$ cat config.mk
export PLATFORM = sky130hd
export DESIGN_NAME = spi_mem_sequencer
export DESIGN_NICKNAME = d
export VERILOG_FILES = /design/src/rtl/spi_mem_sequencer.sv
export SDC_FILE = /design/constraint.sdc
export NUM_CORES = 1
export LEC_CHECK = 0
export ABC_CLOCK_PERIOD_IN_PS = 1590
export CAP_MARGIN = 20
export CORE_MARGIN = 3
export CORE_UTILIZATION = 49
export DETAILED_ROUTE_END_ITERATION = 10
export GPL_TIMING_DRIVEN = 0
export HOLD_SLACK_MARGIN = 0.02
export PLACE_DENSITY_LB_ADDON = 0.1
export SLEW_MARGIN = 20
export SYNTH_ARGS = -nofsm -noshare
export SYNTH_HDL_FRONTEND = slang
export SYNTH_SLANG_ARGS = --single-unit
$ cat constraint.sdc
create_clock -name clk -period 1.59 [get_ports clk]
set_input_delay 0.2385 -clock clk [delete_from_list [all_inputs] [get_ports clk]]
set_output_delay 0.2385 -clock clk [all_outputs]
set_load 0.1 [all_outputs]
$ cat src/rtl/spi_mem_sequencer.sv
// -----------------------------------------------------------------------------
// spi_mem_sequencer
//
// Transaction sequencer for the SPI-slave memory datapath. It watches the
// conditioned chip select and the one-cycle SCLK edge strobes. It counts the
// address header, the R/W bit and the data bits. It issues the one-cycle
// load/write pulses for the address latch, the shift register and the data
// memory. It also drives the MISO tri-state enable.
//
// Ports
//   clk         system clock, all state changes on the rising edge
//   rst_n       asynchronous active-low reset
//   cs_n        conditioned chip select, active low
//   sclk_pos    one-clk strobe on a conditioned SCLK rising edge
//   sclk_neg    one-clk strobe on a conditioned SCLK falling edge
//   sr_lsb      shift register bit 0 (holds the R/W bit after the header)
//   addr_we     address latch load pulse
//   sr_we       shift register parallel-load pulse (memory read data)
//   dm_we       data memory write pulse
//   miso_bufe   MISO tri-state enable
//   busy        high whenever the sequencer is not idle
//   xfer_done   one-clk pulse when a read or write completes
//   xfer_abort  one-clk pulse when chip select is released mid-frame
//
// Every output is a flop. Each output's next value is decided together with
// the state transition that produces it.
// -----------------------------------------------------------------------------
module spi_mem_sequencer #(
    parameter int ADDR_BITS = 7,
    parameter int DATA_BITS = 8
) (
    input  logic clk,
    input  logic rst_n,
    input  logic cs_n,
    input  logic sclk_pos,
    input  logic sclk_neg,
    input  logic sr_lsb,
    output logic addr_we,
    output logic sr_we,
    output logic dm_we,
    output logic miso_bufe,
    output logic busy,
    output logic xfer_done,
    output logic xfer_abort
);

    localparam int CNT_MAX = (ADDR_BITS + 1 > DATA_BITS) ? ADDR_BITS + 1 : DATA_BITS;
    localparam int CNT_W   = $clog2(CNT_MAX) + 1;

    // The counter still holds the count of earlier edges while the final edge
    // is being seen. The terminal compares therefore use count-1.
    localparam logic [CNT_W-1:0] HDR_LAST  = CNT_W'(ADDR_BITS);
    localparam logic [CNT_W-1:0] DATA_LAST = CNT_W'(DATA_BITS - 1);

    typedef enum logic [2:0] {
        S_IDLE,
        S_HEADER,
        S_DECODE,
        S_READ_LOAD,
        S_READ_SHIFT,
        S_WRITE,
        S_COMMIT,
        S_DONE
    } state_e;

    state_e           state_q, state_d;
    logic [CNT_W-1:0] cnt_q, cnt_d;
    logic             cnt_inc;

    logic addr_we_q,    addr_we_d;
    logic sr_we_q,      sr_we_d;
    logic dm_we_q,      dm_we_d;
    logic miso_bufe_q,  miso_bufe_d;
    logic busy_q,       busy_d;
    logic xfer_done_q,  xfer_done_d;
    logic xfer_abort_q, xfer_abort_d;

    logic neg_only;
    logic abortable;

    // A falling-edge strobe that coincides with a rising-edge strobe is dropped.
    assign neg_only  = sclk_neg & ~sclk_pos;

    // Chip select may be released without an abort in IDLE, COMMIT and DONE.
    assign abortable = state_q inside {S_HEADER, S_DECODE, S_READ_LOAD,
                                       S_READ_SHIFT, S_WRITE};

    always_comb begin
        state_d      = state_q;
        cnt_inc      = 1'b0;
        addr_we_d    = 1'b0;
        sr_we_d      = 1'b0;
        dm_we_d      = 1'b0;
        miso_bufe_d  = 1'b0;
        xfer_done_d  = 1'b0;
        xfer_abort_d = 1'b0;

        if (cs_n && abortable) begin
            // Abort takes priority over any strobe in the same cycle. This
            // also covers a final write edge, so an aborted frame never commits.
            state_d      = S_IDLE;
            xfer_abort_d = 1'b1;
        end else begin
            unique case (state_q)
                S_IDLE: begin
                    if (!cs_n) begin
                        state_d = S_HEADER;
                    end
                end
                S_HEADER: begin
                    if (sclk_pos) begin
                        cnt_inc = 1'b1;
                        if (cnt_q == HDR_LAST) begin
                            state_d   = S_DECODE;
                            addr_we_d = 1'b1;
                        end
                    end
                end
                S_DECODE: begin
                    state_d = sr_lsb ? S_READ_LOAD : S_WRITE;
                end
                S_READ_LOAD: begin
                    if (neg_only) begin
                        state_d = S_READ_SHIFT;
                        sr_we_d = 1'b1;
                    end
                end
                S_READ_SHIFT: begin
                    miso_bufe_d = 1'b1;
                    if (sclk_pos) begin
                        cnt_inc = 1'b1;
                        if (cnt_q == DATA_LAST) begin
                            state_d     = S_DONE;
                            miso_bufe_d = 1'b0;
                            xfer_done_d = 1'b1;
                        end
                    end
                end
                S_WRITE: begin
                    if (sclk_pos) begin
                        cnt_inc = 1'b1;
                        if (cnt_q == DATA_LAST) begin
                            state_d     = S_COMMIT;
                            dm_we_d     = 1'b1;
                            xfer_done_d = 1'b1;
                        end
                    end
                end
                S_COMMIT: begin
                    state_d = S_DONE;
                end
                S_DONE: begin
                    if (cs_n) begin
                        state_d = S_IDLE;
                    end
                end
                default: begin
                    state_d = S_IDLE;
                end
            endcase
        end

        // Every state begins counting from zero.
        if (state_d != state_q) begin
            cnt_d = '0;
        end else if (cnt_inc) begin
            cnt_d = cnt_q + 1'b1;
        end else begin
            cnt_d = cnt_q;
        end

        busy_d = (state_d != S_IDLE);
    end

    always_ff @(posedge clk or negedge rst_n) begin
        if (!rst_n) begin
            state_q      <= S_IDLE;
            cnt_q        <= '0;
            addr_we_q    <= 1'b0;
            sr_we_q      <= 1'b0;
            dm_we_q      <= 1'b0;
            miso_bufe_q  <= 1'b0;
            busy_q       <= 1'b0;
            xfer_done_q  <= 1'b0;
            xfer_abort_q <= 1'b0;
        end else begin
            state_q      <= state_d;
            cnt_q        <= cnt_d;
            addr_we_q    <= addr_we_d;
            sr_we_q      <= sr_we_d;
            dm_we_q      <= dm_we_d;
            miso_bufe_q  <= miso_bufe_d;
            busy_q       <= busy_d;
            xfer_done_q  <= xfer_done_d;
            xfer_abort_q <= xfer_abort_d;
        end
    end

    assign addr_we    = addr_we_q;
    assign sr_we      = sr_we_q;
    assign dm_we      = dm_we_q;
    assign miso_bufe  = miso_bufe_q;
    assign busy       = busy_q;
    assign xfer_done  = xfer_done_q;
    assign xfer_abort = xfer_abort_q;

endmodule

# [Word-level counts from Yosys, hierarchy flattened]
# Cells that the tools add are included.
[classes] reduce_logical=7 n_eq_ne=9 bitwise=2 muxes=33 add_sub_neg=1
[op_table] cell="3-bit two-way mux" count=11
[op_table] cell="3-bit case mux with 8 select lines" count=1
[op_table] cell="1-bit two-way mux" count=19
[op_table] cell="3-bit == test (second input constant)" count=4
[op_table] cell="4-bit two-way mux" count=2
[op_table] cell="3-bit by 2-bit == test with 1-bit output (second input constant)" count=2
[op_table] cell="5-bit nonzero test" count=1
[op_table] cell="4-bit by 1-bit adder with 4-bit output (second input constant)" count=1
[op_table] cell="4-bit by 3-bit == test with 1-bit output (second input constant)" count=1
[op_table] cell="3-bit by 1-bit == test with 1-bit output (second input constant)" count=1
[op_table] cell="3-bit logical NOT" count=1
[op_table] cell="3-bit inequality test" count=1
[op_table] cell="3-bit nonzero test" count=1
[op_table] cell="3-bit OR reduction" count=1
[op_table] cell="2-bit nonzero test" count=1
[op_table] cell="2-bit OR reduction" count=1
[op_table] cell="1-bit bitwise AND" count=1
[op_table] cell="1-bit logical AND" count=1
[op_table] cell="1-bit NOT" count=1
[totals] regBits=14 output_inout_bits=7 in_bits=6 elab_cells=61

# [Longest topological paths before layout]
[logic_depth] word_depth=7 mapped_depth=5 depth_no_buf=5

# [Worst setup path after synthesis]
# Ideal clock, no wire load.
[synth_timing] kind="reg-to-reg" from="reg cnt_q[0]" to="reg state_q[1]" path_stages_with_launch=6 path_buffers=0 slack_ns=0.301 period_less_slack_ns=1.289 required_ns=1.460 setup_time_ns=0.130 arrival_ns=1.160 path_cell_list="dfrtp_1 ha_1 nand4b_1 nand2b_1 a222oi_1 nor2b_1"
[synth_via] elab_chain_len=5 word_cells_on_any_way=9 classes_between="1 x eq/ne; 8 x mux"
[synth_rtl] item="from (decl)" line="67" rtl="logic [CNT_W-1:0] cnt_q, cnt_d;"
[synth_rtl] item="from (signal assigned)" line="188" rtl="cnt_q <= cnt_d;"
[synth_rtl] item="4-bit by 3-bit == test with 1-bit output (*)" line="113, 132, 142"
[synth_rtl] item="3-bit two-way mux, on equally long branches" line="142, 113, 132"
[synth_rtl] item="3-bit two-way mux, on equally long branches" line="140, 111, 130"
[synth_rtl] item="3-bit case mux with 8 select lines (*)" line="104" rtl="unique case (state_q)"
[synth_rtl] item="3-bit two-way mux (*)" line="98" rtl="if (cs_n && abortable) begin"
[synth_rtl] item="named net state_d[1]" line="66" rtl="state_e state_q, state_d;"
[synth_rtl] item="to (signal assigned)" line="187" rtl="state_q <= state_d;"
[synth_rtl] item="to (decl)" line="66"
# The timed path passes the listed nets; every way through them passes the cells marked *.
# A chain may end at the register's enable or synchronous reset.

# [Worst setup path after layout]
[layout_timing] from="in sclk_pos" to="reg cnt_q[3]"
[layout_via] elab_chain_len=7 word_cells_on_any_way=14 classes_between="1 x eq/ne; 10 x mux; 2 x bitwise; 1 x reduce/logical"
[layout_rtl] item="from (decl)" line="35" rtl="input logic sclk_pos,"
[layout_rtl] item="1-bit NOT" line="82" rtl="assign neg_only = sclk_neg & ~sclk_pos;"
[layout_rtl] item="1-bit bitwise AND" line="82"
[layout_rtl] item="3-bit two-way mux" line="123" rtl="if (neg_only) begin"
[layout_rtl] item="3-bit case mux with 8 select lines" line="104"
[layout_rtl] item="3-bit two-way mux" line="98"
[layout_rtl] item="3-bit inequality test" line="164" rtl="if (state_d != state_q) begin"
[layout_rtl] item="4-bit two-way mux / 2-bit nonzero test (equally long branches)"
# Parallel ways exist; a longest one is shown, timed or not.

==> flow_summary.json <==
{
  "worstMarginPinSlew_ps": 600.7,
  "ys_dominant_reg_cell": "sky130_fd_sc_hd__dfrtp_1",
  "final_design_area_no_fill_um2": 914.6,
  "setup.worst_path.class": "in2reg",
  "die_width_um": 43.92,
  "finClkSkew_ps": 3.830,
  "sequential_share_of_the_synthesized_area_pct": 49.73,
  "reg2reg_depth": 5,
  "dieHeight_um": 43.92,
  "report.power.total_w": 0.0007066,
  "setup_violations": 0,
  "crit_path_top_delay_cell": "sky130_fd_sc_hd__clkdlybuf4s50_1",
  "post_synth_instance_area_um2": 704.4,
  "start_kind": "primary input",
  "antenna_cells": 0,
  "yosysUniqueCellTypes": 31,
  "timing.max_slew.rel_slack_pct": 59.83,
  "grt_pass1_wl_um": 2304,
  "met2_length_um": 733,
  "timing.final.crit_share_pct": 99.56,
  "dieArea_mm2": 0.001929,
  "detail_route.iter0.violations": 13,
  "p_per_area_mw_per_mm2": 772.5,
  "fin_util_pct": 69.42,
  "worst_r2r_startpoint": "cnt_q[0]",
  "core_region_area_mm2": 0.001318,
  "route.top_layer_used": "met4",
  "port_buffers": 12,
  "first_pass_iters": 4,
  "timing_max_transition_violations_final": 0,
  "crit_cells": 5,
  "grt_pass1_vias": 528,
  "grt.overflow.total": 0,
  "tritoncts.num_buffers": 3,
  "gr-usage-all-layers_pct": 16.67,
  "edff_count_synth": 0,
  "ctsLongestPathBuffers": 2,
  "cts.reportedPaths.clkPinSlew_ps": 90,
  "layout_common_cells": "sky130_fd_sc_hd__dfrtp_1, sky130_fd_sc_hd__clkdlybuf4s15_2, sky130_fd_sc_hd__a21oi_1, sky130_fd_sc_hd__nor2_1, sky130_fd_sc_hd__clkdlybuf4s50_1",
  "clockRootBuffer": "sky130_fd_sc_hd__clkbuf_4",
  "met3_wl_um": 73,
  "outcome": "finished, final reports clean",
  "top_level_ports": 13,
  "dp_slack_ps": -227.4,
  "crit_chain": "clkdlybuf4s50_1 > and3b_2 > o211ai_1 > nand4bb_1 > a21oi_1",
  "critPathMaxFanout": 6,
  "postPlaceCellArea_um2": 843.3,
  "dpl_wire_length_um": 1065,
  "p_leak_nw": 0.4255,
  "drive_gt1_share_pct": 26.74,
  "wire_length_on_met1_um": 693,
  "worst-r2r-setup-slack_ps": 20,
  "antenna_found_initial": 0,
  "arrival_ps": 1780,
  "synth-async-reset-ratio_pct": 100.0,
  "timing.rr.end": "cnt_q[3]",
  "post_synth.cell_area_avg_um2": 10.21,
  "timing.critical_path.to_type": "flop",
  "drtAntennaViolNets": 0,
  "worst_ep_required_time_ps": 1790,
  "remaining_drc_errors": 0,
  "start_util_pct": 53.47,
  "cts_hold_buf": 0,
  "vdd_drop_max_mv": 0.5953,
  "synth.net_count": 76,
  "cts.sink_count": 14,
  "number_of_synthesized_register_bits": 14,
  "std_cell_rows": 13,
  "post-route-worst-setup-slack_ps": 6.964,
  "beginning_of_the_critical_path": "sclk_pos",
  "layout_min_cycle_time_ps": 1583,
  "area.growth.synth_to_final_pct": 29.84,
  "routed_wirelength_um": 1540,
  "layout.nets": 94,
  "clk-insertion-delay-late_ps": 280,
  "hold_viol_final": 0,
  "min_path_type": "in2async",
  "cp-endpoint": "cnt_q[3]",
  "yosysWarningCount": 0,
  "routabilityCongestion": 0.8911,
  "cap_violations": 0,
  "average_via_count_per_standard_cell": 5.802,
  "worst-path-buf-inv": 1,
  "slowest_delay_ps": 570,
  "routed_wire_length_per_instance_um": 15.25,
  "grt_max_degree": 15,
  "vias": 586,
  "cts.htree.levels": 1,
  "synth_cells": 69,
  "clock.fmax_mhz": 631.7,
  "cts_tree": "built",
  "cpLargestDelayFamily": "buffers and inverters",
  "mostFrequentLayoutCell": "sky130_fd_sc_hd__dfrtp_1"
}
-- how the worst min path moves through the flow --
stage / start / endpoint / slack, ps / cells after the start
floorplan: rst_n / addr_we / -60 / 0
global placement: cnt_q[3] / cnt_q[3] / 560 / 2
detailed placement: cnt_q[3] / cnt_q[3] / 590 / 2
CTS: rst_n / sr_we / 350 / 1
global route: rst_n / sr_we / 370 / 1
finish: rst_n / sr_we / 320 / 1
-- routing by layer --
| metal | GRT usage [%] | vias up |
|---|---|---|
| met5 | 0 | - |
| met4 | 10.84 | 0 |
| met3 | 2.490 | 5 |
| met2 | 24.71 | 21 |
| met1 | 22.40 | 276 |
| li1 | - | 284 |
-- worst register-to-register path: stages, from the launching register on --
cell and delay, ps:
sky130_fd_sc_hd__dfrtp_1 430, sky130_fd_sc_hd__ha_2 210, sky130_fd_sc_hd__nand4b_1 190, sky130_fd_sc_hd__nor2_4 80, sky130_fd_sc_hd__nand4bb_1 310, sky130_fd_sc_hd__a21oi_1 260
-- metrics by stage --
| stage | TNS, ps | instances | hold slack, ps |
|---|---|---|---|
| global route | -96.86 | 101 | 372.5 |
| floorplan | 0 | 69 | -57.09 |
| global placement | -1284 | 96 | 560.1 |
| detailed placement | -1748 | 96 | 591.4 |
| CTS | 0 | 100 | 354.0 |
| finish | 0 | 101 | 324.6 |
-- cell families (layout without fill, tap and decap cells) --
logic type               Yosys count  in the layout  share of synthesized area (%)
AO/OA/AOI/OAI                     15             15                          13.50
XOR/XNOR                           3              3                          3.731
adder cells (fa/ha/maj)            1              1                          1.776
buffers and inverters              5             22                          4.084
flip-flops                        14             14                          49.73
multiplexers                       1              1                          1.421
AND/OR/NAND/NOR                   30             30                          25.75
-- synth_stat cells (2+ instances only) --
cell	number	area, um^2
sky130_fd_sc_hd__nor2_1	6	22.52
sky130_fd_sc_hd__buf_2	2	10.01
sky130_fd_sc_hd__xor2_1	3	26.28
sky130_fd_sc_hd__dfrtp_1	14	350.3
sky130_fd_sc_hd__nor3_1	3	15.01
sky130_fd_sc_hd__o21ai_0	3	15.01
sky130_fd_sc_hd__and2b_1	2	15.01
sky130_fd_sc_hd__a21oi_1	7	35.03
sky130_fd_sc_hd__nand4_1	2	12.51
sky130_fd_sc_hd__and3_1	3	18.77
sky130_fd_sc_hd__nand2_1	4	15.01
-- timing repair --
action                                  in CTS  in global routing
setup buffers                                0                  1
endpoints found under the setup margin       7                  6
gates cloned                                 0                  0
resized for setup                           21                  5
pin swaps                                    0                  2
-- layout make-up --
type                       instances  area [um^2]
buffer                             4        25.02
clock buffer                       4        36.28
fill                             105        402.9
inverter                           1        3.754
multi-input combinational         50        344.1
sequential                        14        350.3
tap                               15        18.77
timing repair buffer              13        136.4
-- where the power goes --
part,internal (W),total [W],switching (W)
clock network,0.000140,0.000260,0.000120
logic,0.0000313,0.0000839,0.0000527
registers,0.000360,0.000363,0.00000265
-- registers in the layout, summed over array words and instances (netlist names) --
signal and cells:
dm_we 1, cnt_q 4, xfer_abort 1, addr_we 1, state_q 3, miso_bufe 1
sr_we 1, busy 1, xfer_done 1
(Power assumes the default switching activity.)
